## config.mk

```make
export PLATFORM = sky130hd
export DESIGN_NAME = hazard_ctrl
export DESIGN_NICKNAME = d
export VERILOG_FILES = /design/src/rtl/hazard_pkg.sv /design/src/rtl/hazard_ctrl_fwd_sel_unit.sv /design/src/rtl/hazard_ctrl.sv
export SDC_FILE = /design/constraint.sdc
export NUM_CORES = 1
export LEC_CHECK = 0
export CORE_MARGIN = 2
export CORE_UTILIZATION = 23
export CTS_BUF_LIST = sky130_fd_sc_hd__clkbuf_4 sky130_fd_sc_hd__clkbuf_8
export DETAILED_ROUTE_END_ITERATION = 8
export HOLD_SLACK_MARGIN = 0.12
export SLEW_MARGIN = 10
export SYNTH_ARGS = -nofsm -noshare
export SYNTH_HDL_FRONTEND = slang
export SYNTH_SLANG_ARGS = --single-unit
```

## constraint.sdc

```tcl
create_clock -name clk -period 3.3 [get_ports clk]
set_input_delay 0.825 -clock clk [delete_from_list [all_inputs] [get_ports clk]]
set_output_delay 0.825 -clock clk [all_outputs]
set_load 0.05 [all_outputs]
```

## src/rtl/hazard_pkg.sv

```systemverilog
// Shared types and helpers for the RV32 hazard controller.
package hazard_pkg;

    typedef enum logic {
        HZ_IDLE,
        HZ_LU_STALL
    } hz_state_e;

    localparam int FWD_RF = 0;

    function automatic int fwd_sel_width(input int num_fwd);
        return $clog2(num_fwd + 1);
    endfunction

endpackage

```

## src/rtl/hazard_ctrl_fwd_sel_unit.sv

```systemverilog
// Priority encoder for one read port: the youngest matching producer wins.
module fwd_sel_unit
    import hazard_pkg::*;
#(
    parameter int NUM_FWD = 3,
    parameter int REG_AW  = 5,
    parameter int SELW    = 2
) (
    input  logic [REG_AW-1:0]         rs_addr,
    input  logic [NUM_FWD-1:0]        fwd_wr,
    input  logic [NUM_FWD*REG_AW-1:0] fwd_rd,
    output logic [SELW-1:0]           sel
);

    logic [REG_AW-1:0] rd;

    // Scan oldest to youngest so the lowest index overwrites last.
    always_comb begin
        sel = SELW'(FWD_RF);
        rd  = '0;
        for (int j = NUM_FWD - 1; j >= 0; j--) begin
            rd = fwd_rd[j*REG_AW +: REG_AW];
            if (fwd_wr[j] && rd != '0 && rd == rs_addr) begin
                sel = SELW'(j + 1);
            end
        end
    end

endmodule

```

## src/rtl/hazard_ctrl.sv

```systemverilog
// Forwarding selects, load-use stall FSM and redirect flush control.
// Optional HAZARD_PERF_EN adds stall/flush performance counters.
module hazard_ctrl
    import hazard_pkg::*;
#(
    parameter int NUM_RS  = 2,
    parameter int NUM_FWD = 3,
    parameter int LD_LAT  = 1,
    parameter int REG_AW  = 5,
    localparam int SELW   = fwd_sel_width(NUM_FWD)
) (
    input  logic                      clk,
    input  logic                      rst_n,
    input  logic [NUM_RS*REG_AW-1:0]  ex_rs_addr,
    input  logic [NUM_RS*REG_AW-1:0]  id_rs_addr,
    input  logic [NUM_RS-1:0]         id_rs_used,
    input  logic [NUM_FWD-1:0]        fwd_wr,
    input  logic [NUM_FWD*REG_AW-1:0] fwd_rd,
    input  logic                      ex_is_load,
    input  logic                      ex_rd_wr,
    input  logic [REG_AW-1:0]         ex_rd,
    input  logic                      redirect,
    output logic [NUM_RS*SELW-1:0]    fwd_sel,
    output logic                      stall_if,
    output logic                      stall_id,
    output logic                      flush_id,
    output logic                      flush_ex,
    output logic                      busy
`ifdef HAZARD_PERF_EN
    ,
    output logic [31:0]               perf_stall_cnt,
    output logic [31:0]               perf_flush_cnt
`endif
);

    localparam int CW = $clog2(LD_LAT + 1);

    logic [NUM_RS*SELW-1:0] sel_raw;

    for (genvar i = 0; i < NUM_RS; i++) begin : g_port
        fwd_sel_unit #(
            .NUM_FWD (NUM_FWD),
            .REG_AW  (REG_AW),
            .SELW    (SELW)
        ) u_sel (
            .rs_addr (ex_rs_addr[i*REG_AW +: REG_AW]),
            .fwd_wr  (fwd_wr),
            .fwd_rd  (fwd_rd),
            .sel     (sel_raw[i*SELW +: SELW])
        );
    end

    assign fwd_sel = rst_n ? sel_raw : '0;

    logic rs_hit;
    logic lu_hit;

    always_comb begin
        rs_hit = 1'b0;
        for (int i = 0; i < NUM_RS; i++) begin
            if (id_rs_used[i] && id_rs_addr[i*REG_AW +: REG_AW] == ex_rd) begin
                rs_hit = 1'b1;
            end
        end
    end

    assign lu_hit = ex_is_load && ex_rd_wr && ex_rd != '0 && rs_hit;

    hz_state_e state_q, state_d;
    logic [CW-1:0] cnt_q, cnt_d;

    always_ff @(posedge clk) begin
        if (!rst_n) begin
            state_q <= HZ_IDLE;
            cnt_q   <= '0;
        end else begin
            state_q <= state_d;
            cnt_q   <= cnt_d;
        end
    end

    always_comb begin
        state_d = state_q;
        cnt_d   = cnt_q;
        if (redirect) begin
            state_d = HZ_IDLE;
            cnt_d   = '0;
        end else begin
            unique case (state_q)
                HZ_IDLE: begin
                    if (lu_hit && LD_LAT > 1) begin
                        state_d = HZ_LU_STALL;
                        cnt_d   = CW'(LD_LAT - 1);
                    end
                end
                HZ_LU_STALL: begin
                    if (cnt_q == CW'(1)) begin
                        state_d = HZ_IDLE;
                        cnt_d   = '0;
                    end else begin
                        cnt_d = cnt_q - CW'(1);
                    end
                end
                default: begin
                    state_d = HZ_IDLE;
                    cnt_d   = '0;
                end
            endcase
        end
    end

    always_comb begin
        stall_if = 1'b0;
        stall_id = 1'b0;
        flush_id = 1'b0;
        flush_ex = 1'b0;
        busy     = 1'b0;
        if (rst_n) begin
            busy = (state_q != HZ_IDLE);
            if (redirect) begin
                flush_id = 1'b1;
                flush_ex = 1'b1;
            end else if (state_q == HZ_LU_STALL || lu_hit) begin
                stall_if = 1'b1;
                stall_id = 1'b1;
                flush_ex = 1'b1;
            end
        end
    end

`ifdef HAZARD_PERF_EN
    logic [31:0] perf_stall_q, perf_stall_d;
    logic [31:0] perf_flush_q, perf_flush_d;

    always_comb begin
        perf_stall_d = perf_stall_q + {31'd0, stall_if};
        perf_flush_d = perf_flush_q + {31'd0, redirect};
    end

    always_ff @(posedge clk) begin
        if (!rst_n) begin
            perf_stall_q <= '0;
            perf_flush_q <= '0;
        end else begin
            perf_stall_q <= perf_stall_d;
            perf_flush_q <= perf_flush_d;
        end
    end

    assign perf_stall_cnt = perf_stall_q;
    assign perf_flush_cnt = perf_flush_q;
`endif

endmodule

```

[After elaboration in Yosys (flattened, before gate mapping)]
Index checks and enable logic that the tools add are counted.
Operators by class
  reduce and logical (&&, ||, !) cells: 21
  muxes and demuxes: 19
  bitwise operators: 2
  equal/unequal tests: 8
  add/sub/neg operators: 1
Operators by type and width (number)
  $eq A5 B5 Y1: 8
  $reduce_bool A5 Y1: 4
  $logic_and A1 B1 Y1: 14
  $mux W1: 12
  $mux W2: 6
  $mux W4: 1
  $reduce_or A3 Y1: 1
  $not A1 Y1: 2
  $reduce_or A2 Y1: 1
  $logic_or A1 B1 Y1: 1
  $sub A1 B1 Y1 const B: 1
Word-level totals
  register bits after elaboration: 2
  input bits: 50
  word-level logic and storage cells: 53

[Longest topological paths before layout]
  depth after elaboration: 9
  gate-level depth with buffers: 6
  mapped depth without buffers: 5

[Hierarchy]
Synthesis repeated with hierarchy kept, for this count alone.
Second synthesis, totals
  cells, all modules: 102
  area total of the unflattened synthesis: 797.0 um2
By module, submodules not included
  fwd_sel_unit: cells an instance 35, sequential area each 0.0 um2, instances 2, area each 256.5 um2
  hazard_ctrl: cells an instance 32, sequential area each 40.0 um2, instances 1, area each 284.0 um2

[Worst setup path before layout]
No wires, ideal clock.
  path type: input to output
  start point: in rst_n
  end point: out stall_if
  cell stages on the path: 4
  path slack: 0.063 ns
  required time: 2.475 ns
  data arrival time: 2.412 ns
  cell sequence: and2_1 -> a21oi_1 -> nor2_1 -> buf_4
Between the ends
  longest elaborated chain between the ends: 1
RTL lines
  start, declared: RTL line hazard_ctrl.sv:13  | input logic rst_n,
  $mux W1
  end, declared: RTL line hazard_ctrl.sv:24  | output logic stall_if,
Every way passes these cells.

[Worst setup path after layout]
  start point: in fwd_rd[2]
  end point: out fwd_sel[1]
Between the ends
  longest elaborated chain between the ends: 5
RTL lines
  start, declared: RTL line hazard_ctrl.sv:18  | input logic [NUM_FWD*REG_AW-1:0] fwd_rd,
  $reduce_bool A5 Y1: RTL line hazard_ctrl_fwd_sel_unit.sv:23  | if (fwd_wr[j] && rd != '0 && rd == rs_addr) begin
  $logic_and A1 B1 Y1: RTL line hazard_ctrl_fwd_sel_unit.sv:23
  $logic_and A1 B1 Y1 *: RTL line hazard_ctrl_fwd_sel_unit.sv:23
  $mux W2 *: RTL line hazard_ctrl_fwd_sel_unit.sv:23
  $mux W4 *: RTL line hazard_ctrl.sv:53  | assign fwd_sel = rst_n ? sel_raw : '0;
  end, declared: RTL line hazard_ctrl.sv:23  | output logic [NUM_RS*SELW-1:0] fwd_sel,
Mark *: on every way between the ends. The rest lies on a longest branch, timed or not.

==> impl_metrics.env <==
export IMPL_cts_root_buf="clkbuf_4"
export IMPL_syn_area_um2=677
export IMPL_htreeDepth=1
export IMPL_path_buf_inv=2
export IMPL_rsz0062_at_grt="false"
export IMPL_holdCritPathClass="reg -> reg"
export IMPL_cp_arrival_ns=2.43
export IMPL_hp_start="cnt_q$_SDFFE_PP0P_"
export IMPL_place_area_um2=1540
export IMPL_p_per_area_nw_per_um2=152
export IMPL_synth_ff_type="dfxtp_1"
export IMPL_die_area_um2=3390
export IMPL_hpwlAfterDp_um=2280
export IMPL_vdd_drop_max_mv=0.125
export IMPL_worst_slew_pin_slew_ns=0.313
export IMPL_cp_data_required_time_ns=2.47
export IMPL_grt_ovfl_total=0
export IMPL_crit_family="simple AND/OR/NAND/NOR gates"
export IMPL_grt_max_degree=9
export IMPL_rows=19
export IMPL_cts_max_path_buffers=2
export IMPL_max_freq_mhz=307
export IMPL_grt_total_usage_pct=15.0
export IMPL_yosysSeqAreaShare_pct=5.91
export IMPL_die_h_um=58.3
export IMPL_num_antenna_cells=0
export IMPL_drv_cap=0
export IMPL_r2r_start="state_q$_SDFF_PP0_"
export IMPL_grt_pass1_vias=927
export IMPL_io_buffers=58
export IMPL_slew_headroom_pct=78.9
export IMPL_clk_pin_slew_ns=0.03
export IMPL_synth_edf_count=0
export IMPL_critical_path_cell_chain="clkdlybuf4s50_1 -> or4_1 -> o21ai_2 -> or4_4 -> o211a_1 -> buf_12"
export IMPL_max_stage_delay_ns=0.56
export IMPL_setup_violations=0
export IMPL_gp_congestion=0.872
export IMPL_antenna_found_initial=0
export IMPL_status="complete, no violations"
export IMPL_die_x_um=58.3
export IMPL_start_util_pct=24.3
export IMPL_antenna_left=0
export IMPL_avgSynthCellArea_um2=8.06
export IMPL_clk_latency_ns=0.22
export IMPL_p_leak_nw=0.677
export IMPL_nets=218
export IMPL_drtPass1Iterations=2
export IMPL_wl_um=2530
export IMPL_ff2ff_setup_slack_ns=2.44
export IMPL_fin_worst_skew_ns=0.00228
export IMPL_setup_tns_ns=0
export IMPL_drc_errors=0
export IMPL_startpoint_type="input pin"
export IMPL_async_flop_share_pct=0
export IMPL_synthDistinctLibCells=21
export IMPL_hold_violations=0
export IMPL_worst_path_max_delay_cell="or4_4"
export IMPL_cts_tree="yes"
export IMPL_cts_buffers=3
export IMPL_grt_pass1_wl_um=3910
export IMPL_viasPerCell=4.63
export IMPL_core_area_um2=2780
export IMPL_vias=913
export IMPL_syn_nets=134
export IMPL_ys_seq_elements=2
export IMPL_clock_sinks=2
export IMPL_final_cell_area_um2=1630
export IMPL_critical_path_class="in -> out"
export IMPL_layout_drive_gt1_share_pct=28.3
export IMPL_syn_inst=84
export IMPL_area_growth_pct=141
export IMPL_io_pins=59
export IMPL_cp_startpoint="fwd_rd[2]"
export IMPL_fin_crit_ns=3.25
export IMPL_cp_max_fo=3
export IMPL_crit_path_end_kind="output pin"
export IMPL_drt_iter0_markers=11
export IMPL_wire_per_inst_um=12.9
export IMPL_yosys_warnings=0
export IMPL_report_final_slew_viol_count=0
export IMPL_period_share_pct=98.6
metrics by stage:
stage / hold WS (ns) / setup slack [ns] / std cells / util, % / power (mW)
after floorplan: 0.416 / 0.0626 / 84 / - / 0.0830
after global placement: 0.429 / -0.0980 / 194 / 55.5 / 0.193
after CTS: 0.451 / 0.00347 / 197 / 57.6 / 0.251
final: 0.448 / 0.0461 / 197 / 58.6 / 0.248
after global routing: 0.468 / 0.0107 / 197 / 58.6 / 0.265
after detailed placement: 0.445 / -0.123 / 194 / 55.5 / 0.196
power breakdown:
part | internal (mW) | switching (mW) | total, mW
combinational | 0.103 | 0.0680 | 0.171
clock | 0.0400 | 0.0119 | 0.0519
sequential | 0.0244 | 0 | 0.0244
final timing paths:
| kind | depth (start not counted) | end |
|---|---|---|
| worst min-delay path | 1 | state_q$_SDFF_PP0_ |
| worst min register to register | 1 | state_q$_SDFF_PP0_ |
| worst max register to register | 2 | state_q$_SDFF_PP0_ |
| worst max-delay path | 6 | fwd_sel[1] |
layout make-up:
type	instances	area [µm²]
clock buffers	3	22.5
fillers	258	1150
multi-input cells	81	697
flip-flops and latches	2	40.0
well taps	31	38.8
repair buffers	80	831
cell usage after synthesis (2+ instances only):
cell type | n | area share (%)
a21boi_2 | 2 | 3.3
a21oi_1 | 2 | 1.5
and2_1 | 2 | 1.8
dfxtp_1 | 2 | 5.9
nand2_1 | 2 | 1.1
nand2b_4 | 2 | 4.1
nand3_1 | 3 | 2.2
nand4_1 | 6 | 5.5
nor2_1 | 3 | 1.7
nor3b_1 | 2 | 2.2
nor4_1 | 4 | 3.7
o211a_1 | 2 | 3.0
or4_1 | 5 | 5.5
xnor2_1 | 29 | 38
xor2_1 | 12 | 16
per-layer routing:
layer	global-route usage, %	up-vias	part of all wire (%)
met5	0	-	0
met4	1.99	0	0
met3	3.57	0	11
met2	30.8	52	51
met1	15.3	395	38
li1	-	466	-
flip-flops by register name, summed over array words and instances, names as in the netlist:
signal,cells
state_q,1
cnt_q,1
layout by cell type (no fill, tap or decap), drive strengths merged, types with 2 or more instances in the layout:
cell type and n:
clkdlybuf4s50 30, dlygate4sd2 14, a21boi 2, dfxtp 2, o211a 2, nor4 4, nor2 4, nand3 3
xor2 12, nand2b 3, dlymetal6s2s 5, or4 5, and2 2, nand2 2, clkbuf 3, xnor2 29
a21oi 2, nor3b 2, buf 31, nand4 6
logic make-up (layout without fill, tap and decap cells):
family,after synthesis,in the layout,share of synthesized area (%)
buffers and inverters,1,83,1.11
AND/OR/NAND/NOR,32,32,30.5
flip-flops,2,2,5.92
XOR/XNOR,41,41,53.0
AO/OA/AOI/OAI,8,8,9.43
what timing repair did:
| action | CTS | global route |
|---|---|---|
| resized for setup | 26 | 7 |
| setup buffers | 1 | 0 |
| setup endpoints to repair | 4 | 4 |
| pin swaps | 11 | 10 |
| hold buffers | 0 | 0 |
Power figures use the tool's default switching activity.
==> variant 1 (config.mk and constraints unchanged) <==
`REG_AW` is set to 5 in 2 places; all go to 3.
--- a/src/rtl/hazard_ctrl_fwd_sel_unit.sv
+++ b/src/rtl/hazard_ctrl_fwd_sel_unit.sv
@@ -5,3 +5,3 @@
     parameter int NUM_FWD = 3,
-    parameter int REG_AW  = 5,
+    parameter int REG_AW  = 3,
     parameter int SELW    = 2
--- a/src/rtl/hazard_ctrl.sv
+++ b/src/rtl/hazard_ctrl.sv
@@ -8,3 +8,3 @@
     parameter int LD_LAT  = 1,
-    parameter int REG_AW  = 5,
+    parameter int REG_AW  = 3,
     localparam int SELW   = fwd_sel_width(NUM_FWD)
Interface: changed (resized ex_rd, ex_rs_addr, fwd_rd and id_rs_addr); port bits go from 59 to 43. No check against the original RTL was run, so the function may have changed too.
==> variant 1 against the original RTL <==
Global-route usage decreased by 0.86 points. Maximum frequency increased by 1.7%. Largest power group unchanged. Area after synthesis decreased by 20%. Routed wire length decreased by 27%. Sequential power about the same. Via count decreased by 16%. Sequential cell count unchanged. Worst setup slack improved by 55 ps. Critical path depth unchanged. Power decreased by 11%. Largest cell class unchanged. Clock skew decreased by 1.8 ps. Design area decreased by 22%.
==> variant 1: results (changes against the original RTL) <==
metric	value	unit	change
worstMarginPinSlew	305	ps	-8.33 ps
hpwl	1580	µm	-30%
skew	0.529	ps	-1.75 ps
drive_gt1_share	29.0	%	+0.69 points
syn_area_per_cell	7.24	µm²	-10%
status	complete, no violations		
synth_area_leaders	xnor2_1 (31%), dfxtp_1 (7.4%), or3b_1 (6.5%), a211oi_1 (5.5%), o211ai_1 (5.5%)		
grt_pass1_wl	3020	µm	-23%
cts_buffers	3		unchanged
track_usage	14.1	%	-0.86 points
io_buffers	42		-28%
nFillCells	207		-20%
placed_cell_area	1160	µm²	-25%
p_int	0.149	mW	-11%
cts_root_buffer	clkbuf_4		
vdd_drop_max	89.1	µV	-29%
max_stage_delay	460	ps	-100 ps
nets	167		-23%
synthTopCellsByCount	xnor2_1 (19), nand2_1 (7), a21oi_1 (5)		
cts_buffer_depth	2		unchanged
crit_slowest_cell	clkdlybuf4s50_1		
dpl.cell_count	155		-20%
seq_area_frac_synth	7.37	%	+1.5 points
gp_congestion	0.881		+1.1%
ys_warn_count	0		unchanged
vias	765		-16%
drtIter0Drc	1		-10
pre_cts_slack	-55.0	ps	+67.9 ps
synth.distinct_cells	21		unchanged
crit_fanout	2		-1
critPathTopFamily	buffers and inverters		
p_leak	0.503	nW	-26%
htree_num_levels	1		unchanged
cp.arrival	2370	ps	-60 ps
post_drt_wl_per_cell	11.6	µm	-9.6%
wirelength	1850	µm	-27%
synth_nets	109		-19%
design_area	1270	µm²	-22%
async_reset_ff_share	0	%	unchanged
==> variant 1: kinds of logic (layout without fill, tap and decap cells) <==
group	count (synthesis)	count (layout)	share of synthesized area [%]
AOI/OAI and AO/OA	19	19	24.2
buffers and inverters	4	60	5.07
DFF	2	2	7.37
xor gates and xnor gates	19	19	30.6
and+or+nand+nor	31	31	32.7
==> variant 1: cell type report <==
cell class	count	share of cell area [%]
Timing Repair Buffer	56	50.6
Multi-Input combinational cell	69	41.4
Sequential cell	2	3.14
Tap cell	28	2.75
Clock buffer	3	1.77
Inverter	1	0.294
==> variant 1: layer usage <==
metal | GRT usage [%] | vias up | share of wire (%)
li1 | - | 391 | -
met1 | 15.7 | 335 | 41
met2 | 25.2 | 39 | 46
met3 | 4.86 | 0 | 13
met4 | 3.85 | 0 | 0
met5 | 0 | - | 0
==> variant 1: final timing paths <==
| check | slack (ps) | to | cells after the start | start |
|---|---|---|---|---|
| max | 100 | fwd_sel[3] | 6 | fwd_rd[3] |
| min | 440 | state_q$_SDFF_PP0_ | 1 | cnt_q$_SDFFE_PP0P_ |
| max reg2reg | 2660 | cnt_q$_SDFFE_PP0P_ | 2 | state_q$_SDFF_PP0_ |
| min reg2reg | 440 | state_q$_SDFF_PP0_ | 1 | cnt_q$_SDFFE_PP0P_ |
==> variant 1: power by group through the flow <==
stage	logic (mW)	registers [mW]	clock network (mW)
2_1_floorplan	0.0529	0.0247	0
4_1_cts	0.137	0.0244	0.0556
3_3_place_gp	0.133	0.0247	0
6_report	0.143	0.0244	0.0527
5_1_grt	0.154	0.0244	0.0564
3_5_place_dp	0.135	0.0247	0
==> variant 1: what timing repair did <==
item / in CTS / in global routing
cloned: 0 / 0
setup endpoints to repair: 4 / 5
buffers inserted: 0 / 1
hold buffers: 0 / 0
pin swaps: 0 / 9
gates resized for setup: 7 / 15
==> variant 2 (same flow settings) <==
Made on the original files. Build with the macro `HAZARD_PERF_EN` defined.
--- a/src/rtl/hazard_ctrl.sv
+++ b/src/rtl/hazard_ctrl.sv
@@ -2,2 +2,4 @@
 // Optional HAZARD_PERF_EN adds stall/flush performance counters.
+`define HAZARD_PERF_EN
+
 module hazard_ctrl
Function (old outputs only; new: perf_flush_cnt and perf_stall_cnt): kept (equiv_simple and equiv_induct, registers matched by name and starting in step).
==> variant 2 against the original RTL <==
Area after synthesis grew to 5.3 times the old value. Worst setup slack lost 33 ps. Power grew to 6.4 times the old value. Count of clock-buffer cells in the layout grew 8. Final cell count grew to 3.8 times the old value. Routed wire length grew to 3.9 times the old value. Critical path depth is the same. Sequential cell count grew 64. Design area grew to 3.4 times the old value. Maximum frequency shrank 1.0%. Largest cell class is now multi-input gates.
==> variant 2: results (changes against the original RTL) <==
metric	value	unit	change
pre_cts_slack	-243	ps	-120 ps
crit_slowest_cell	clkdlybuf4s50_1		
placed_cell_area	5270	µm²	+240%
cts_buffers	9		+6
area_growth	53.3	%	
vdd_drop_max	127	µV	+1.2%
synth_cells	395		+370%
nFillCells	1572		+510%
dpl.cell_count	731		+280%
status	complete, no violations		
io_buffers	122		+110%
vias_per_cell	4.38		-5.6%
r2r-end	perf_stall_cnt[14]$_SDFF_PN0_		
seq_area_frac_synth	36.5	%	+31 points
hold_slack	444	ps	-3.66 ps
sequentialPowerShare	50.5	%	+41 points
track_usage	11.8	%	-3.2 points
critPathLaunch	fwd_rd[14]		
synth_area_leaders	dfxtp_1 (36%), xnor2_1 (17%), and2_1 (10%), xor2_1 (6.3%), nand3_1 (3.7%)		
gp_congestion	0.846		-2.9%
nets	585		+170%
dr.pass1.iters	4		+2
grt_pass1_wl	15900	µm	+310%
worst-r2r-cell-count	11		+9
vias	3264		+260%
variant 2: changes by cell type after synthesis, sizes merged, moves of 7 or more:
cell    before  now
and4         0    7
and2         2   58
xor2        12   26
nand4        6   20
nand2        2   16
and3         0   20
nand3        3   28
clkbuf       0    9
xnor2       29   69
dfxtp        2   66
variant 2: logic make-up after synthesis:
kind of cell,after synthesis,synth area share [%]
AO/OA/AOI/OAI,20,3.63
XOR/XNOR,95,23.0
adder cells (fa/ha/maj),4,1.38
buffers and inverters,20,2.83
flip-flops,66,36.5
AND/OR/NAND/NOR,190,32.7
variant 2: how the worst max path moves through the flow:
| stage | end | slack, ps | cells past startpoint |
|---|---|---|---|
| final | fwd_sel[3] | 10 | 6 |
| after global routing | fwd_sel[3] | -60 | 6 |
| after CTS | fwd_sel[0] | 5 | 6 |
| after detailed placement | perf_stall_cnt[27]$_SDFF_PN0_ | -240 | 13 |
| after global placement | perf_stall_cnt[14]$_SDFF_PN0_ | -150 | 14 |
| after floorplan | perf_stall_cnt[16]$_SDFF_PN0_ | -20 | 11 |
variant 2: cell type report:
class                      instances  share of cell area (%)
multi-input combinational        309                    42.0
timing repair buffer             141                    26.3
tap                              211                    4.76
sequential                        66                    23.8
inverter                           4                   0.270
clock inverter                     4                   0.361
clock buffer                      11                    2.50
variant 2: layer usage:
| layer | GRT usage, % | vias to the layer above | routed length [µm] |
|---|---|---|---|
| met5 | 0 | - | 0 |
| met1 | 13.9 | 1523 | 4360 |
| met2 | 19.9 | 99 | 4530 |
| met3 | 3.96 | 12 | 731 |
| li1 | - | 1630 | - |
| met4 | 4.68 | 0 | 174 |
variant 2: worst max-delay path, delay by kind of cell:
| kind | cells | cell delay (ps) |
|---|---|---|
| buffers and inverters | 2 | 630 |
| and+or+nand+nor | 3 | 730 |
| AOI/OAI and AO/OA | 1 | 260 |
